===== config.mk =====
export PLATFORM = sky130hd
export DESIGN_NAME = uart_tx_trigger
export DESIGN_NICKNAME = d
export VERILOG_FILES = /design/src/rtl/uart_pkg.sv /design/src/rtl/uart_tx_trigger_baud_counter.sv /design/src/rtl/uart_tx_trigger.sv
export SDC_FILE = /design/constraint.sdc
export NUM_CORES = 1
export LEC_CHECK = 0
export CORE_MARGIN = 3
export CORE_UTILIZATION = 52
export CTS_BUF_LIST = sky130_fd_sc_hd__clkbuf_8
export DETAILED_ROUTE_END_ITERATION = 8
export PLACE_DENSITY_LB_ADDON = 0.12
export SLEW_MARGIN = 20
export SYNTH_ARGS = -nofsm -noshare
export SYNTH_HDL_FRONTEND = slang
export SYNTH_SLANG_ARGS = --single-unit

===== constraint.sdc =====
create_clock -name clk -period 1.7 [get_ports clk]
set_input_delay 0.17 -clock clk [delete_from_list [all_inputs] [get_ports clk]]
set_output_delay 0.17 -clock clk [all_outputs]
set_load 0.01 [all_outputs]

===== src/rtl/uart_pkg.sv =====
// Shared definitions for the push-button UART transmitter.
// Holds the FSM state encoding, the parity mode values and the frame data width.
package uart_pkg;

  localparam int DATA_W = 8;

  // Parity modes. Any other value of the PARITY parameter means no parity.
  localparam int PAR_NONE = 0;
  localparam int PAR_EVEN = 1;
  localparam int PAR_ODD  = 2;

  typedef enum logic [2:0] {
    ST_IDLE   = 3'd0,
    ST_START  = 3'd1,
    ST_DATA   = 3'd2,
    ST_PARITY = 3'd3,
    ST_STOP   = 3'd4
  } state_t;

endpackage


===== src/rtl/uart_tx_trigger_baud_counter.sv =====
// Bit-period timer for the UART transmitter.
// Counts 0..CLKS_PER_BIT-1 and flags the last cycle of each bit period.
// Ports:
//   clk, rst  - clock, asynchronous active-high reset
//   clear     - restart the count at 0 on the next edge (frame accept)
//   bit_end   - high during the final cycle of a bit period
module baud_counter #(
  parameter int CLKS_PER_BIT = 434
) (
  input  logic clk,
  input  logic rst,
  input  logic clear,
  output logic bit_end
);

  localparam int W = $clog2(CLKS_PER_BIT);
  localparam logic [W-1:0] LAST = W'(CLKS_PER_BIT - 1);

  logic [W-1:0] cnt;

  assign bit_end = (cnt == LAST);

  always_ff @(posedge clk or posedge rst) begin
    if (rst)          cnt <= '0;
    else if (clear)   cnt <= '0;
    else if (bit_end) cnt <= '0;
    else              cnt <= cnt + 1'b1;
  end

endmodule


===== src/rtl/uart_tx_trigger.sv =====
// Pulse-triggered UART transmitter: each accepted start pulse sends one latched
// byte as start bit, 8 data bits LSB first, optional parity bit, one stop bit.
// Ports:
//   clk, rst  - clock, asynchronous active-high reset
//   start     - one-cycle send request, honoured only while idle
//   data      - byte to send, sampled only in the accept cycle
//   tx        - serial line, idle high, registered
//   busy      - high from frame accept until frame end
//   done      - one-cycle pulse when the frame ends
module uart_tx_trigger
  import uart_pkg::*;
#(
  parameter int CLKS_PER_BIT = 434,
  parameter int PARITY       = 0
) (
  input  logic              clk,
  input  logic              rst,
  input  logic              start,
  input  logic [DATA_W-1:0] data,
  output logic              tx,
  output logic              busy,
  output logic              done
);

  localparam logic PAR_EN  = (PARITY == PAR_EVEN) || (PARITY == PAR_ODD);
  localparam logic PAR_INV = (PARITY == PAR_ODD);

  state_t            state, state_n;
  logic [DATA_W-1:0] shift, shift_n;
  logic [2:0]        idx, idx_n;
  logic              par, par_n;
  logic              accept, bit_end;
  logic              tx_n, busy_n, done_n;

  assign accept = (state == ST_IDLE) && start;

  baud_counter #(.CLKS_PER_BIT(CLKS_PER_BIT)) u_baud (
    .clk     (clk),
    .rst     (rst),
    .clear   (accept),
    .bit_end (bit_end)
  );

  // State and registered outputs
  always_ff @(posedge clk or posedge rst) begin
    if (rst) begin
      state <= ST_IDLE;
      shift <= '0;
      idx   <= '0;
      par   <= 1'b0;
      tx    <= 1'b1;
      busy  <= 1'b0;
      done  <= 1'b0;
    end else begin
      state <= state_n;
      shift <= shift_n;
      idx   <= idx_n;
      par   <= par_n;
      tx    <= tx_n;
      busy  <= busy_n;
      done  <= done_n;
    end
  end

  // Next state. The parity bit is taken from the byte at accept time so later
  // changes on data cannot reach the line.
  always_comb begin
    state_n = state;
    shift_n = shift;
    idx_n   = idx;
    par_n   = par;
    case (state)
      ST_IDLE: if (start) begin
        state_n = ST_START;
        shift_n = data;
        idx_n   = 3'd0;
        par_n   = (^data) ^ PAR_INV;
      end
      ST_START: if (bit_end) state_n = ST_DATA;
      ST_DATA: if (bit_end) begin
        if (idx == 3'd7) begin
          state_n = PAR_EN ? ST_PARITY : ST_STOP;
        end else begin
          shift_n = {1'b0, shift[DATA_W-1:1]};
          idx_n   = idx + 3'd1;
        end
      end
      ST_PARITY: if (bit_end) state_n = ST_STOP;
      ST_STOP:   if (bit_end) state_n = ST_IDLE;
      default:   state_n = ST_IDLE;
    endcase
  end

  // Outputs decoded from the upcoming state so they land in flops together
  // with the state itself.
  always_comb begin
    tx_n   = 1'b1;
    busy_n = (state_n != ST_IDLE);
    done_n = (state == ST_STOP) && bit_end;
    case (state_n)
      ST_START:  tx_n = 1'b0;
      ST_DATA:   tx_n = shift_n[0];
      ST_PARITY: tx_n = par_n;
      default:   tx_n = 1'b1;
    endcase
  end

endmodule


==> summary.txt <==
Timing
  – Total negative slack: -11.8 ps
  – Final hold vios: 0
  – Fmax: 584 MHz
  – Slew Limit Headroom: 0.777
  – Tightest Pin Transition: roughly 330 ps
  – Clk_skew: ~1.9 ps
  – RSZ-0062 raised after global routing: true
  – Final setup fails: 1
  – Final Worst Setup Slack: -11.8 ps
  – Slew Limit Fails: 0
  – Minimum clock period: 1710 ps
  – Worst hold margin: 258 ps
  – Fin crit share: 1.01

Synthesis
  – Gate Count Post-Synth: between 100 and 150
  – Cell with the most instances after synthesis: dfrtp_1
  – Commonest cells in the synthesized netlist: dfrtp_1, nand2_1, nor2_1
  – Synth unique cells: 35
  – Syn Nets: between 100 and 150
  – Register area share after synthesis: 0.499
  – Post-synth EDFFs: 0
  – Top cells by area, synth: dfrtp_1, xnor2_1, nand2_1
  – Fraction of registers with async set/reset: 1.00
  – Top cell type by total area after synthesis: dfrtp_1
  – Synthesized area: approximately 0.0014 mm²
  – Average size of a mapped cell: 10.5 µm²
  – Top_reg_cell synth: dfrtp_1
  – Syn. warnings: 0
  – Share of Yosys cell area claimed by the top area cell type: 0.480
  – Synthesized flop and latch total: 27

Worst setup path
  – Worst Setup Path Type: flop to flop
  – Max incr delay on CP: 410 ps
  – Crit path required time: roughly 1900 ps
  – Crit end category: flop
  – Crit-path cells: ha_2 -> ha_4 -> nor2_4 -> nor4b_4 -> buf_6 -> a22o_4 -> a211oi_2 -> o21ai_1
  – CP Max Fanout: 2
  – Bufs and invs on worst path: 1
  – Crit path DAT: between 1500 and 2000 ps
  – Family with the most delay on the worst path: flip-flops
  – CP max stage cell: dfrtp_1
  – Crit start category: flop

Clock network
  – Root buf cell: clkbuf_8
  – CTS Hold Bufs: 0
  – Number of buffers created by CTS: 3
  – H-tree Lvls: 1
  – Clock Path Buffers: 2
  – CTS tree: yes
  – Clock latency on the worst-skew pair: between 200 and 300 ps
  – Clock transition at path regs: around 90 ps
  – Clock sink count: 27

Floorplanning
  – I/O Pins: 14
  – Die area: ~0.0033 mm²
  – Die Height: 57.1 µm
  – CORE AREA: ~0.0023 mm²
  – Site row count: 17
  – Initial Util: 0.580
  – Die width: 57.1 µm

Global routing
  – Initial antenna violation count: 0
  – GR peak layer: met2
  – M1 GR Usage: 0.214
  – Met3 Use GR: 0.0158
  – Largest net degree at the start of global routing: 28
  – Total gr overflow: 0
  – Met2 Use GR: 0.281
  – Vias in the first global route: between 1000 and 1500
  – First-pass GRT wire length: approximately 4300 µm
  – Global Route Usage Sum: 0.164

Final layout
  – Number of fill cells: between 150 and 200
  – Register area: 677 µm²
  – Finished Layout Cells: 182
  – Layout area overhead: 25.6%
  – Final nets: 170
  – Ant diodes: 0
  – Layout cells sized above 1: 0.234
  – Area taken by multi-input logic gates: between 600 and 700 µm²

Route
  – Via density per instance: approximately 5.5
  – Mean routed wirelength per cell: roughly 14 µm
  – Via count: 993
  – Drt pass-1 iters: 4
  – Total wire length: around 2500 µm
  – Detail Route Antenna Nets: 0
  – DRT iter0 DRCs: 25
  – Drc violations: 0

Run status
  – Failing checks: setup timing
  – Run status: complete, but fails checks

Pwr
  – Switch share: 0.313
  – Sw Pwr: ~560 µW
  – P_int: ~1.2 mW
  – Leakage: ~0.76 nW
  – Cell Pwr Density: between 1000 and 1500 mW/mm²
  – Clock network fraction of design power: 0.200
  – Combinational group share of total power: 0.269
  – Max VDD drop: approximately 0.84 mV
  – Sequential Power Share: 0.531
  – Total chip power: 1.77 mW

Placed design
  – Placed cell count: roughly 180
  – Number of port buffers: 13
  – Hpwl dp: ~1800 µm
  – Pre-CTS setup slack: -22.5 ps
  – GP Congestion: 0.823

Flow run
  – Max_cap viols: 0

Hold path
  – Worst hold-check path type: primary input to async pin
worst reg2reg max path, stage by stage, from the launching register on:
cell      delay (ps)
dfrtp_1          410
ha_2             210
ha_4             160
nor2_4            90
nor4b_4          310
buf_6            160
a22o_4           130
a211oi_2          40
o21ai_1          140
state kept, by name, indices dropped and copies added (netlist names):
signal and cells:
done 1, idx 3, u_baud.cnt 9, par 1
tx 1, busy 1, shift 8, state 3
layer usage:
| metal | wire length (µm) | part of all wire |
|---|---|---|
| met1 | 1180 | 0.47 |
| met2 | 1230 | 0.48 |
| met3 | 82 | 0.032 |
| met4 | 38 | 0.015 |
| met5 | 0 | 0 |
area by class of cell:
type	instances	share of cell area
tap	28	0.0206
clock inverter	1	0.00294
inverter	6	0.0132
sequential	27	0.398
timing repair buffer	24	0.132
clock buffer	3	0.0242
multi-input combinational	93	0.410
power groups by stage:
stage	clock network, mW	registers [mW]	logic, mW
global route	0.388	0.962	0.541
global placement	0	0.932	0.438
floorplan	0	0.923	0.311
CTS	0.371	0.926	0.463
detailed placement	0	0.938	0.455
finish	0.356	0.942	0.477
cells in the final DEF, fill, tap and decap left out, types with 2 or more instances in the layout:
cell / n
xnor2_1: 12
dfrtp_1: 26
inv_1: 5
nor3_1: 2
or3_1: 2
clkdlybuf4s50_1: 13
o22ai_1: 2
a22oi_2: 2
o21ai_2: 2
nand2_1: 19
nor2_4: 2
o21ai_0: 2
nand3_1: 3
a22oi_1: 4
nand2b_1: 2
clkbuf_8: 3
buf_4: 8
xor2_1: 2
ha_4: 2
or2_2: 2
nor2_1: 17
buf_6: 3
metrics by stage:
stage / area [µm²] / util
3_5_place_dp: 1580 / 0.675
2_1_floorplan: 1370 / -
6_report: 1700 / 0.728
3_3_place_gp: 1580 / 0.675
4_1_cts: 1640 / 0.702
5_1_grt: 1700 / 0.728
final timing paths:
check | start | end | slack, ps | cells after the start
max | idx[0] | tx | -10 | 8
min | rst | u_baud.cnt[2] | 260 | 3
max reg2reg | idx[0] | tx | -10 | 8
min reg2reg | shift[6] | shift[6] | 480 | 2
max in group asynchronous | rst | tx | 1140 | 3
min in group clk | shift[6] | shift[6] | 480 | 2
logic make-up (layout without fill, tap and decap cells):
kind of cell	after synthesis	in the layout	synth area share
adders and majority gates	4	4	0.0369
DFF	27	27	0.499
xor gates and xnor gates	14	14	0.0904
muxes	1	1	0.00830
AOI/OAI and AO/OA	19	19	0.104
and+or+nand+nor	55	55	0.230
buffers and inverters	9	34	0.0314
timing repair:
item,in CTS,in global routing
pin swaps,0,8
setup buffers,1,1
endpoints found under the setup margin,1,10
gates resized for setup,2,10
Note: power is estimated with default switching activity, not from simulation.
